<file path="config.mk">
export PLATFORM = sky130hd
export DESIGN_NAME = counter_session_arbiter
export DESIGN_NICKNAME = d
export VERILOG_FILES = /design/src/rtl/counter_session_arbiter.sv
export SDC_FILE = /design/constraint.sdc
export NUM_CORES = 1
export LEC_CHECK = 0
export CAP_MARGIN = 0
export CORE_AREA = 2 2 57 59
export DETAILED_ROUTE_END_ITERATION = 10
export DIE_AREA = 0 0 59 61
export PLACE_DENSITY = 0.69
export SYNTH_ARGS = -nofsm -noshare
export SYNTH_HDL_FRONTEND = slang
export SYNTH_SLANG_ARGS = --single-unit
</file>
<file path="constraint.sdc">
create_clock -name clk -period 4.9 [get_ports clk]
set_clock_uncertainty 0.15 [all_clocks]
set_input_delay 0.98 -clock clk [delete_from_list [all_inputs] [get_ports clk]]
set_output_delay 0.98 -clock clk [all_outputs]
set_load 0.02 [all_outputs]
</file>
<file path="src/rtl/counter_session_arbiter.sv">
// ---------------------------------------------------------------------------
// counter_session_arbiter
//
// Shares one WIDTH-bit up-counter between NUM_REQ requesters. Each requester
// asks for a counting session by holding req[i] high; the winner, picked
// round robin while idle, gets its start value loaded into the counter. The
// counter then increments to all ones (unless frozen by hold), after which the
// owner receives a one-cycle done pulse and the block returns to idle.
// Dropping req of the owner during a run aborts the session silently.
//
// Ports:
//   clk        rising-edge clock
//   reset_n    asynchronous active-low reset
//   req        per-requester session request (level, held for the session)
//   start_val  packed start values, requester i at [i*WIDTH +: WIDTH]
//   hold       freezes the count while running
//   grant      one-hot owner of the counter, zero when idle
//   busy       high while running or signalling completion
//   count      counter value
//   done       one-cycle completion pulse to the owner
// ---------------------------------------------------------------------------
module counter_session_arbiter #(
  parameter int NUM_REQ = 4,
  parameter int WIDTH   = 4
) (
  input  logic                     clk,
  input  logic                     reset_n,
  input  logic [NUM_REQ-1:0]       req,
  input  logic [NUM_REQ*WIDTH-1:0] start_val,
  input  logic                     hold,
  output logic [NUM_REQ-1:0]       grant,
  output logic                     busy,
  output logic [WIDTH-1:0]         count,
  output logic [NUM_REQ-1:0]       done
);

  localparam int IDX_W = (NUM_REQ > 1) ? $clog2(NUM_REQ) : 1;
  localparam logic [WIDTH-1:0] CNT_MAX = {WIDTH{1'b1}};

  typedef enum logic [1:0] {
    ST_IDLE = 2'd0,
    ST_RUN  = 2'd1,
    ST_DONE = 2'd2
  } state_t;

  state_t             state_reg, state_next;
  logic [NUM_REQ-1:0] grant_reg, grant_next;
  logic [NUM_REQ-1:0] done_reg, done_next;
  logic               busy_reg, busy_next;
  logic [WIDTH-1:0]   count_reg, count_next;
  logic [IDX_W-1:0]   ptr_reg, ptr_next;
  logic [IDX_W-1:0]   owner_reg, owner_next;

  // Unpacked view of the start values so the winner can index them directly.
  logic [WIDTH-1:0] start_arr [NUM_REQ];

  generate
    for (genvar gi = 0; gi < NUM_REQ; gi++) begin : g_start
      assign start_arr[gi] = start_val[gi*WIDTH +: WIDTH];
    end
  endgenerate

  // Round-robin search: first asserted request at or after the pointer,
  // wrapping past the top index back to zero.
  logic             win_found;
  logic [IDX_W-1:0] win_idx;

  always_comb begin
    int j;
    j         = 0;
    win_found = 1'b0;
    win_idx   = '0;
    for (int k = 0; k < NUM_REQ; k++) begin
      j = int'(ptr_reg) + k;
      if (j >= NUM_REQ) begin
        j = j - NUM_REQ;
      end
      if (!win_found && req[j]) begin
        win_found = 1'b1;
        win_idx   = IDX_W'(j);
      end
    end
  end

  // Pointer value after the owner's session ends, wrapping modulo NUM_REQ.
  logic [IDX_W-1:0] owner_inc;
  assign owner_inc = (int'(owner_reg) == NUM_REQ - 1) ? '0 : owner_reg + 1'b1;

  always_comb begin
    state_next = state_reg;
    grant_next = grant_reg;
    done_next  = '0;
    busy_next  = busy_reg;
    count_next = count_reg;
    ptr_next   = ptr_reg;
    owner_next = owner_reg;

    unique case (state_reg)
      ST_IDLE: begin
        grant_next = '0;
        busy_next  = 1'b0;
        if (win_found) begin
          grant_next[win_idx] = 1'b1;
          count_next          = start_arr[win_idx];
          busy_next           = 1'b1;
          owner_next          = win_idx;
          state_next          = ST_RUN;
        end
      end

      ST_RUN: begin
        // Abort outranks both hold and completion.
        if (!req[owner_reg]) begin
          state_next = ST_IDLE;
          grant_next = '0;
          busy_next  = 1'b0;
          ptr_next   = owner_inc;
        end else if (!hold) begin
          if (count_reg == CNT_MAX) begin
            state_next           = ST_DONE;
            done_next[owner_reg] = 1'b1;
          end else begin
            count_next = count_reg + 1'b1;
          end
        end
      end

      ST_DONE: begin
        state_next = ST_IDLE;
        grant_next = '0;
        busy_next  = 1'b0;
        ptr_next   = owner_inc;
      end

      default: begin
        state_next = ST_IDLE;
        grant_next = '0;
        busy_next  = 1'b0;
      end
    endcase
  end

  always_ff @(posedge clk or negedge reset_n) begin
    if (!reset_n) begin
      state_reg <= ST_IDLE;
      grant_reg <= '0;
      done_reg  <= '0;
      busy_reg  <= 1'b0;
      count_reg <= '0;
      ptr_reg   <= '0;
      owner_reg <= '0;
    end else begin
      state_reg <= state_next;
      grant_reg <= grant_next;
      done_reg  <= done_next;
      busy_reg  <= busy_next;
      count_reg <= count_next;
      ptr_reg   <= ptr_next;
      owner_reg <= owner_next;
    end
  end

  assign grant = grant_reg;
  assign done  = done_reg;
  assign busy  = busy_reg;
  assign count = count_reg;

endmodule

</file>
# Yosys cells after proc, flatten, opt, wreduce, memory -nomap -nowiden

Cells that the tools add are included.

Bits in registers: 19
Latch bits: 0
Bits in writable memories: 0
Bits in read-only memories: 0
Bits of input ports: 23
Memories: 0

$add $sub $neg: 9
$mul: 0
Divide/modulo/power cells: 0
$lt $le $gt $ge: 13
Equality and inequality tests: 11
Shifts and indexed selects: 0
Multiplexer cells: 56
Bitwise operators: 1
Reduce and logical (&&, ||, !) cells: 15

Operators with widths:

| operator                                                    | count |
|---|---|
| less-than comparator 32 x 4 -> 1 bit, second input constant | 4 |
| two-way mux 32 bit                                          | 4 |
| two-way mux 4 bit                                           | 12 |
| two-way mux 2 bit                                           | 10 |
| two-way mux 1 bit                                           | 17 |
| case mux 4 bit (2 select lines)                             | 2 |
| >= comparator 3 bit, second input constant                  | 4 |
| subtractor 3 x 3 -> 4 bit, second input constant            | 3 |
| binary-select mux 1 bit (select 2 bit)                      | 5 |
| inequality test 2 bit, second input constant                | 5 |
| binary-select mux 4 bit (select 2 bit)                      | 1 |
| case mux 2 bit (2 select lines)                             | 2 |
| adder 2 x 2 -> 3 bit, second input constant                 | 2 |
| less-than comparator 2 x 3 -> 1 bit, second input constant  | 2 |
| inequality test 3 bit, second input constant                | 2 |
| logical AND 1 bit                                           | 5 |
| AND reduction 5 bit                                         | 1 |
| adder 4 x 1 -> 4 bit, second input constant                 | 1 |
| demux 1 bit (select 2 bit)                                  | 2 |
| == test 2 x 1 -> 1 bit, second input constant               | 2 |
| == test 4 bit, second input constant                        | 1 |
| >= comparator 2 x 1 -> 1 bit, second input constant         | 2 |
| AND reduction 2 bit                                         | 2 |
| nonzero test 2 bit                                          | 2 |
| other kinds (10)                                            | 12 |

# Longest topological paths before layout

Gate-level depths: netlist of the first run.

Depth in word-level cells: 21
Depth in mapped cells: 7
Depth with buffers taken out: 6

# Worst setup path before layout of the first run

No wires, ideal clock.

Path type: input to register
From: input port req[2]
To: register count_reg[1] (netlist: count[1])
Arrival: 2277 ps
Setup slack: 2391 ps
Cell stages on the path: 7
Path buffers: 2
Path through: buf_2 or3_1 o21a_1 or2_1 buf_6 mux2i_1 a31oi_1

Longest elaborated chain between the ends: 19

Ends and longest elaborated chain:

| element                                              | RTL line | source |
|---|---|---|
| start, declared                                      | 28       | `input logic [NUM_REQ-1:0] req,` |
| binary-select mux 1 bit (select 2 bit)               | 78       | `if (!win_found && req[j]) begin` |
| two-way mux 1 bit (implied by the code) (2 in a row) | 78       |  |
| two-way mux 1 bit                                    | 78       |  |
| logical NOT 1 bit                                    | 78       |  |
| logical AND 1 bit                                    | 78       |  |
| two-way mux 1 bit                                    | 78       |  |
| logical NOT 1 bit                                    | 78       |  |
| logical AND 1 bit                                    | 78       |  |
| two-way mux 1 bit                                    | 78       |  |
| logical NOT 1 bit                                    | 78       |  |
| logical AND 1 bit                                    | 78       |  |
| two-way mux 2 bit                                    | 78       |  |
| inverter 2 -> 3 bit (implied by the code)            | 104      | `count_next = start_arr[win_idx];` |
| binary-select mux 4 bit (select 2 bit)               | 104      |  |
| two-way mux 4 bit (implied by the code) (2 in a row) | 104      |  |
| two-way mux 4 bit                                    | 102      | `if (win_found) begin` |
| case mux 4 bit (2 select lines)                      | 98       | `unique case (state_reg)` |
| end signal, assigned                                 | 157      | `count_reg <= count_next;` |
| end, declared                                        | 50       | `logic [WIDTH-1:0] count_reg, count_next;` |

Several ways; a longest one is shown, not always the timed one. The select of a mux whose other input is x is not followed.
A chain may end at the register's enable or synchronous reset.

# Worst setup path after layout of the first run

From: input port req[2]
To: register count_reg[2] (netlist: count[2])

Same word-level chain as after synthesis.

==> results of run 1 <==
==> placed cells by master, fill, tap and decap left out <==
cell type / n
sky130_fd_sc_hd__and2_0: 1
sky130_fd_sc_hd__or2_1: 1
sky130_fd_sc_hd__nor2_1: 5
sky130_fd_sc_hd__inv_1: 8
sky130_fd_sc_hd__o22ai_1: 2
sky130_fd_sc_hd__o22a_1: 2
sky130_fd_sc_hd__ha_1: 5
sky130_fd_sc_hd__o21a_1: 1
sky130_fd_sc_hd__a32o_1: 1
sky130_fd_sc_hd__and2_1: 5
sky130_fd_sc_hd__mux4_2: 1
sky130_fd_sc_hd__nor4b_1: 1
sky130_fd_sc_hd__clkbuf_4: 3
sky130_fd_sc_hd__nor2b_1: 2
sky130_fd_sc_hd__clkinvlp_4: 1
sky130_fd_sc_hd__o221ai_2: 1
sky130_fd_sc_hd__and3_1: 3
sky130_fd_sc_hd__a21boi_0: 3
sky130_fd_sc_hd__o21ai_0: 17
sky130_fd_sc_hd__nand2b_1: 4
sky130_fd_sc_hd__nor3_1: 2
sky130_fd_sc_hd__nand3_1: 4
sky130_fd_sc_hd__a21oi_1: 5
sky130_fd_sc_hd__o211a_1: 1
sky130_fd_sc_hd__mux2i_1: 3
sky130_fd_sc_hd__and4b_2: 1
sky130_fd_sc_hd__a311oi_1: 1
sky130_fd_sc_hd__or3_1: 1
sky130_fd_sc_hd__a311oi_2: 1
sky130_fd_sc_hd__a31oi_1: 5
sky130_fd_sc_hd__dfrtp_1: 19
sky130_fd_sc_hd__clkdlybuf4s50_1: 35
sky130_fd_sc_hd__and2b_2: 2
sky130_fd_sc_hd__and2_2: 1
sky130_fd_sc_hd__nand2_1: 12
sky130_fd_sc_hd__and4b_1: 1
sky130_fd_sc_hd__a211oi_1: 1
==> per-stage QoR <==
step / hold slack (ns) / worst slack [ns]
after floorplan: 0.4367 / 2.391
after global placement: 0.3093 / 1.812
after detailed placement: 0.3248 / 1.755
after CTS: 0.3523 / 2.057
after global routing: 0.3796 / 1.916
final: 0.3420 / 2.049
==> final timing paths <==
| check | start | endpoint | slack, ns |
|---|---|---|---|
| setup reg to reg | owner_reg[0] | count[2] | 2.84 |
| min in group asynchronous | reset_n | done[2] | 0.99 |
| hold / removal | busy | busy | 0.34 |
| max in group asynchronous | reset_n | count[3] | 3.08 |
| setup / recovery | req[2] | count[2] | 2.05 |
| hold reg to reg | busy | busy | 0.34 |
==> cells by family after synthesis <==
kind of cell             count (synthesis)
adder cells (fa/ha/maj)                  5
AND/OR/NAND/NOR                         46
buffers and inverters                   10
AO/OA/AOI/OAI                           41
flip-flops                              19
multiplexers                             4
==> cells in the mapped netlist <==
| cell | n | area, µm² |
|---|---|---|
| sky130_fd_sc_hd__a31oi_1 | 5 | 31.28 |
| sky130_fd_sc_hd__and2b_2 | 2 | 17.52 |
| sky130_fd_sc_hd__o21ai_0 | 17 | 85.08 |
| sky130_fd_sc_hd__o21a_1 | 1 | 7.510 |
| sky130_fd_sc_hd__a21oi_1 | 5 | 25.02 |
| sky130_fd_sc_hd__nand2b_1 | 4 | 25.02 |
| sky130_fd_sc_hd__a32o_1 | 1 | 10.01 |
| sky130_fd_sc_hd__inv_1 | 8 | 30.03 |
| sky130_fd_sc_hd__nor4b_1 | 1 | 8.760 |
| sky130_fd_sc_hd__nand2_1 | 12 | 45.04 |
| sky130_fd_sc_hd__and2_1 | 5 | 31.28 |
| sky130_fd_sc_hd__and4b_2 | 1 | 11.26 |
| sky130_fd_sc_hd__and2_2 | 1 | 7.510 |
| sky130_fd_sc_hd__mux2i_1 | 3 | 30.03 |
| sky130_fd_sc_hd__mux4_2 | 1 | 22.52 |
| sky130_fd_sc_hd__and3_1 | 3 | 18.77 |
| sky130_fd_sc_hd__o221ai_2 | 1 | 15.01 |
| sky130_fd_sc_hd__o22ai_1 | 2 | 12.51 |
| sky130_fd_sc_hd__o22a_1 | 2 | 17.52 |
| sky130_fd_sc_hd__nand3_1 | 4 | 20.02 |
| sky130_fd_sc_hd__or2_1 | 1 | 6.260 |
| sky130_fd_sc_hd__nor2_1 | 5 | 18.77 |
| sky130_fd_sc_hd__a211oi_1 | 1 | 7.510 |
| sky130_fd_sc_hd__o211a_1 | 1 | 10.01 |
| sky130_fd_sc_hd__ha_1 | 5 | 62.56 |
| sky130_fd_sc_hd__or3_1 | 1 | 6.260 |
| sky130_fd_sc_hd__a311oi_1 | 1 | 8.760 |
| sky130_fd_sc_hd__and2_0 | 1 | 6.260 |
| sky130_fd_sc_hd__buf_2 | 1 | 5.000 |
| sky130_fd_sc_hd__nor2b_1 | 2 | 12.51 |
| sky130_fd_sc_hd__a311oi_2 | 1 | 15.01 |
| sky130_fd_sc_hd__and4b_1 | 1 | 10.01 |
| sky130_fd_sc_hd__nor3_1 | 2 | 10.01 |
| sky130_fd_sc_hd__a21boi_0 | 3 | 22.52 |
| sky130_fd_sc_hd__dfrtp_1 | 19 | 475.5 |
| sky130_fd_sc_hd__buf_6 | 1 | 11.26 |
==> power by group through the flow <==
stage,Clock (mW),Combinational [mW],Sequential [mW]
2_1_floorplan,0,0.260,0.310
6_report,0.0854,0.449,0.276
3_3_place_gp,0,0.440,0.277
5_1_grt,0.0931,0.503,0.284
3_5_place_dp,0,0.448,0.279
4_1_cts,0.0862,0.452,0.276
==> metal layers <==
layer | track usage [%] | part of all wire [%]
met1 | 22.64 | 45
met2 | 28.57 | 47
met3 | 2.345 | 5.2
met4 | 9.416 | 3.3
met5 | 0 | 0
==> worst min-delay path: cells and delay by family, from the launching register on <==
kind	cells	cell delay [ns]
simple gates	2	0.10
flops	1	0.36
==> area by class of cell <==
| type | count | area, µm² | share of cell area (%) |
|---|---|---|---|
| Multi-Input combinational cell | 96 | 638.1 | 40.77 |
| Clock buffer | 3 | 22.52 | 1.439 |
| Tap cell | 33 | 41.29 | 2.638 |
| Inverter | 8 | 30.03 | 1.918 |
| Sequential cell | 19 | 475.5 | 30.38 |
| Clock inverter | 1 | 7.507 | 0.4796 |
| Timing Repair Buffer | 35 | 350.3 | 22.38 |
==> out/results.md, run 1 <==
| Parameter | This run |
|---|---|
| Cell count after synthesis | 125 |
| Number of top-level pins | 36 |
| Data arrival, critical path | 2.88 ns |
| Total CTS buffers | 3 |
| Number of hold buffers added after cts | 0 |
| Worst-Margin Slew | 0.8478 ns |
| Hold violation total from the final report | 0 |
| Number of register bits inferred by synthesis | 19 |
| Number of global-route vias before repair | 1079 |
| Global-route wire length before repair | 4.774 mm |
| Reported leakage power | 0.6683 nW |
| Proportion of layout cells with a drive suffix above 1 | 6.790% |
| Crit path cell chain | clkdlybuf4s50_1 > mux4_2 > and4b_1 > or2_1 > o22ai_1 > a31oi_1 |
| Mux share of post-synthesis cell area | 4.531% |
| Total placed instance area | 1535 µm² |
| DRC violation count after routing | 0 |
| Total Nets Final | 191 |
| Required time at the endpoint of the critical path | 4.93 ns |
| RSZ-0062 raised after global routing | false |
| Result of the run | finished, final reports clean |
| Total Power Consumption | 0.8099 mW |
| Placer Congestion | 0.8771 |
| Final setup violating endpoints | 0 |
| Sort of element at the end of the critical path | flop |
| Clock latency of the later-clocked register in the worst-skew pair | 0.31 ns |
| Floorplan die height | 61 µm |
| Post-route insts no fill | 195 |
| Post-Synth XOR/XNOR Area | 0% |
| Mean instance size in the synthesized netlist | 9.279 µm² |
| Number of antenna violations at the first check in global routing | 0 |
| Remaining antenna violation count | 0 |
| Global-route usage over all layers | 17.54% |
| Internal power | 0.4500 mW |
| Root cell of the clock tree | sky130_fd_sc_hd__clkbuf_4 |
| FILL cells | 308 |
| Post-layout utilization of the core | 53.01% |
| Starting utilization of the core area | 39.28% |
| Sequential share of the synthesized area | 40.99% |
| Pin count of the biggest net entering global routing | 20 |
| Max cap viols | 0 |
| Slowest library cell on the worst path | sky130_fd_sc_hd__clkdlybuf4s50_1 |
| Average detailed-routed wire length per instance | 14.63 µm |
| CP startpoint kind | input pin |
| Number of nets produced by synthesis | 153 |
| Final wirelength | 2.853 mm |
| First drt pass iteration count | 4 |
| Number of buffers inserted by port buffering | 35 |
| Buf+Inv Stages, Crit Path | 1 |
| Share of the clock period used by the worst path after layout | 58.17% |
| Maximum resistive drop on vdd | 160.9 µV |
| Number of cells traversed by the worst hold path | 2 |
| Warnings from Yosys | 0 |
| Maximum count of clock buffers along a single path | 2 |
| CP Depth | 6 |
| Remaining global-route overflow | 0 |
| Combinational share of power | 55.4% |
| Power density over the cells | 517.4 nW/µm² |
| Clock-pin transition on the worst setup and hold timing paths | 0.12 ns |
| Sequential power share | 34.1% |
| Share of the synthesized area in compound gates (AO/OA/AOI/OAI) | 23.09% |
| Worst rel slew slack | 43.30% |
| Crit path max-delay family | buffers and inverters |
| H-tree level count | 1 |
| Relative area change from synthesis to final layout | 34.95% |
| Detailed-placement wirelength estimate | 2.280 mm |
| Number of cells in the design after placement | 191 |
| Power dissipated by switching net loads | 0.3599 mW |
| CP max FO | 11 |
| CTS-repair resized insts | 0 |
| Distinct cell type count of the synthesized netlist | 36 |
| Share of synthesized cell area in full adder, half adder and majority cells | 5.394% |
| Final-layout setup total negative slack | 0 ns |
| TritonCTS Sinks | 19 |
| Switching Share | 44.43% |
| Longest individual stage delay on the worst path | 0.58 ns |
| WS Path Type | in -> reg |
| Share of synthesized cell area in and, or, nand and nor gates | 22.01% |
| Detail-routed via count per cell | 5.518 |
| Area enclosed by the die boundary | 3599 µm² |
| Max Clock Freq | 350.8 MHz |
| Post-Synthesis Cell Area | 1160 µm² |
| Clock tree from TritonCTS | done |
| Relative contribution of the clock network to total power | 10.5% |
| Tmin final | 2.851 ns |
| Drt initial violations | 28 |
| Kind of path behind the tightest hold check | reg -> reg |
| Design area | 1565 µm² |
| Max-slew violations | 0 |
| Die width | 59 µm |
| Worst-case reg-to-reg path depth | 5 |
| Number of placement rows | 20 |
| Via count of the routed design | 1076 |
| Post-CTS Repair Setup Buffers | 0 |
| Combinational family with the most area after synthesis | compound AO/OA/AOI/OAI gates |
| Core Region | 2953 µm² |
| Inserted Diodes | 0 |
No activity file was read; power rests on OpenSTA's default activity.
==> run 2: changes to the inputs <==
Settings changed: PLACE_DENSITY 0.69 to 0.72.
Clock period 4.9 ns to 2.4 ns, I/O delays scaled along.
==> out/results.md, run 2 (same netlist as run 1, synthesis figures left out) <==
| Parameter | This run |
|---|---|
| Power density over the cells | 1022 nW/µm² |
| Maximum count of clock buffers along a single path | 2 |
| Post-layout utilization of the core | 57.20% |
| FILL cells | 274 |
| Global-route wire length before repair | 4.905 mm |
| Post-CTS Repair Setup Buffers | 0 |
| Number of cells in the design after placement | 208 |
| Kind of path behind the tightest hold check | in -> async |
| Most common library cell in the layout ignoring fill and taps | sky130_fd_sc_hd__clkdlybuf4s50_1 |
| Number of placement rows | 20 |
| Clock tree from TritonCTS | done |
| Area enclosed by the die boundary | 3599 µm² |
| First drt pass iteration count | 4 |
| Hold_ws | 0.3472 ns |
| Hold violation total from the final report | 0 |
| Die width | 59 µm |
| Final setup violating endpoints | 0 |
| CP startpoint kind | input pin |
| Maximum resistive drop on vdd | 501.3 µV |
| Remaining antenna violation count | 0 |
| Starting utilization of the core area | 39.28% |
| Remaining global-route overflow | 0 |
| Inserted Diodes | 0 |
| Max-slew violations | 0 |
| Pin count of the biggest net entering global routing | 20 |
| Number of hold buffers added after cts | 0 |
| Number of global-route vias before repair | 1176 |
| Number of antenna violations at the first check in global routing | 0 |
| Result of the run | finished, final reports clean |
| Clock-pin transition on the worst setup and hold timing paths | 0.11 ns |
| Crit path cell chain | clkdlybuf4s50_1 > mux4_2 > and4b_1 > or2_1 > o22ai_1 > a31oi_1 |
| Proportion of layout cells with a drive suffix above 1 | 15.08% |
| Relative area change from synthesis to final layout | 45.63% |
| Clock latency of the later-clocked register in the worst-skew pair | 0.30 ns |
| Number of top-level pins | 36 |
| Slowest library cell on the worst path | sky130_fd_sc_hd__mux4_2 |
| CTS-repair resized insts | 0 |
| Total Power Consumption | 1.727 mW |
| Longest individual stage delay on the worst path | 0.53 ns |
| Floorplan die height | 61 µm |
| RSZ-0062 raised after global routing | false |
| Average detailed-routed wire length per instance | 13.62 µm |
| Worst-Margin Slew | 0.3570 ns |
| Total Nets Final | 208 |
| Reported leakage power | 0.7523 nW |
| Detailed-placement wirelength estimate | 2.422 mm |
| Tmin final | 2.234 ns |
| TritonCTS Sinks | 19 |
| CP max FO | 8 |
| Global-route usage over all layers | 18.08% |
| Layer with the highest usage after global routing | met2 |
| Share of the clock period used by the worst path after layout | 93.09% |
| WS Path Type | in -> reg |
| Setup slack of the most critical reg-to-reg path | 0.38 ns |
| Final-layout setup total negative slack | 0 ns |
| Required time at the endpoint of the critical path | 2.44 ns |
| Sort of element at the end of the critical path | flop |
| Root cell of the clock tree | sky130_fd_sc_hd__clkbuf_4 |
| Max cap viols | 0 |
| Drt initial violations | 21 |
| Number of buffers inserted by port buffering | 35 |
| Worst rel slew slack | 76.20% |
| Total CTS buffers | 3 |
| Detail-routed via count per cell | 5.387 |
| Highest-count cells in the layout ignoring fill and taps | sky130_fd_sc_hd__clkdlybuf4s50_1, sky130_fd_sc_hd__dfrtp_1, sky130_fd_sc_hd__o21ai_0, sky130_fd_sc_hd__buf_4, sky130_fd_sc_hd__nand2_1 |
| M1 GR Usage | 20.61% |
| Via count of the routed design | 1142 |
| Fraction of met3 tracks used by global routing | 2.132% |
| Placer Congestion | 0.8925 |
| Data arrival, critical path | 2.27 ns |
| DRC violation count after routing | 0 |
| H-tree level count | 1 |
| Core Region | 2953 µm² |
| Global Route met2 Usage | 33.97% |
| Max Clock Freq | 447.6 MHz |
| Post-route insts no fill | 212 |
| Final wirelength | 2.887 mm |
-- run 2: changes by cell type in the layout (fill, tap and decap cells not counted), sizes merged --
cell	change
clkinvlp	-1
clkbuf	+1
buf	+17
-- run 2: through the flow --
step / setup WS, ns / area (µm²)
6_report: 0.1658 / 1689
5_1_grt: 0.09123 / 1689
4_1_cts: 0.1648 / 1689
3_5_place_dp: -0.1388 / 1663
3_3_place_gp: -0.07167 / 1663
2_1_floorplan: 0.3911 / 1160
-- run 2: routing by layer --
metal	vias up	part of all wire (%)
met1	541	42
met3	6	3.8
met2	37	52
met4	0	2.0
met5	-	0
li1	558	-
-- run 2: power by group --
part           switching [mW]  total, mW  internal (mW)  leakage [nW]
combinational           0.508      0.997          0.490         0.495
clock                   0.100      0.165         0.0647        0.0150
sequential              0.127      0.565          0.437         0.242
-- run 2: worst paths after layout --
check                              to  cells after the start         start
min reg2reg                  grant[0]                      2      grant[0]
max in group asynchronous     done[0]                      2       reset_n
min                        ptr_reg[1]                      2       reset_n
min in group clk             grant[0]                      2      grant[0]
max reg2reg                  count[2]                      5  owner_reg[0]
max                          count[2]                      6        req[3]
-- run 2: final cells by class --
| cell class | count | area, µm² | area share [%] |
|---|---|---|---|
| inverters | 8 | 30.03 | 1.778 |
| repair buffers | 52 | 478.0 | 28.30 |
| flip-flops and latches | 19 | 475.5 | 28.15 |
| clock buffers | 4 | 26.28 | 1.556 |
| well taps | 33 | 41.29 | 2.444 |
| multi-input cells | 96 | 638.1 | 37.78 |
-- run 2: critical path, delay by kind of cell --
family,cells,cell delay (ns)
buffers and inverters,1,0.52
AO/OA/AOI/OAI,2,0.27
multiplexers,1,0.53
AND/OR/NAND/NOR,2,0.48
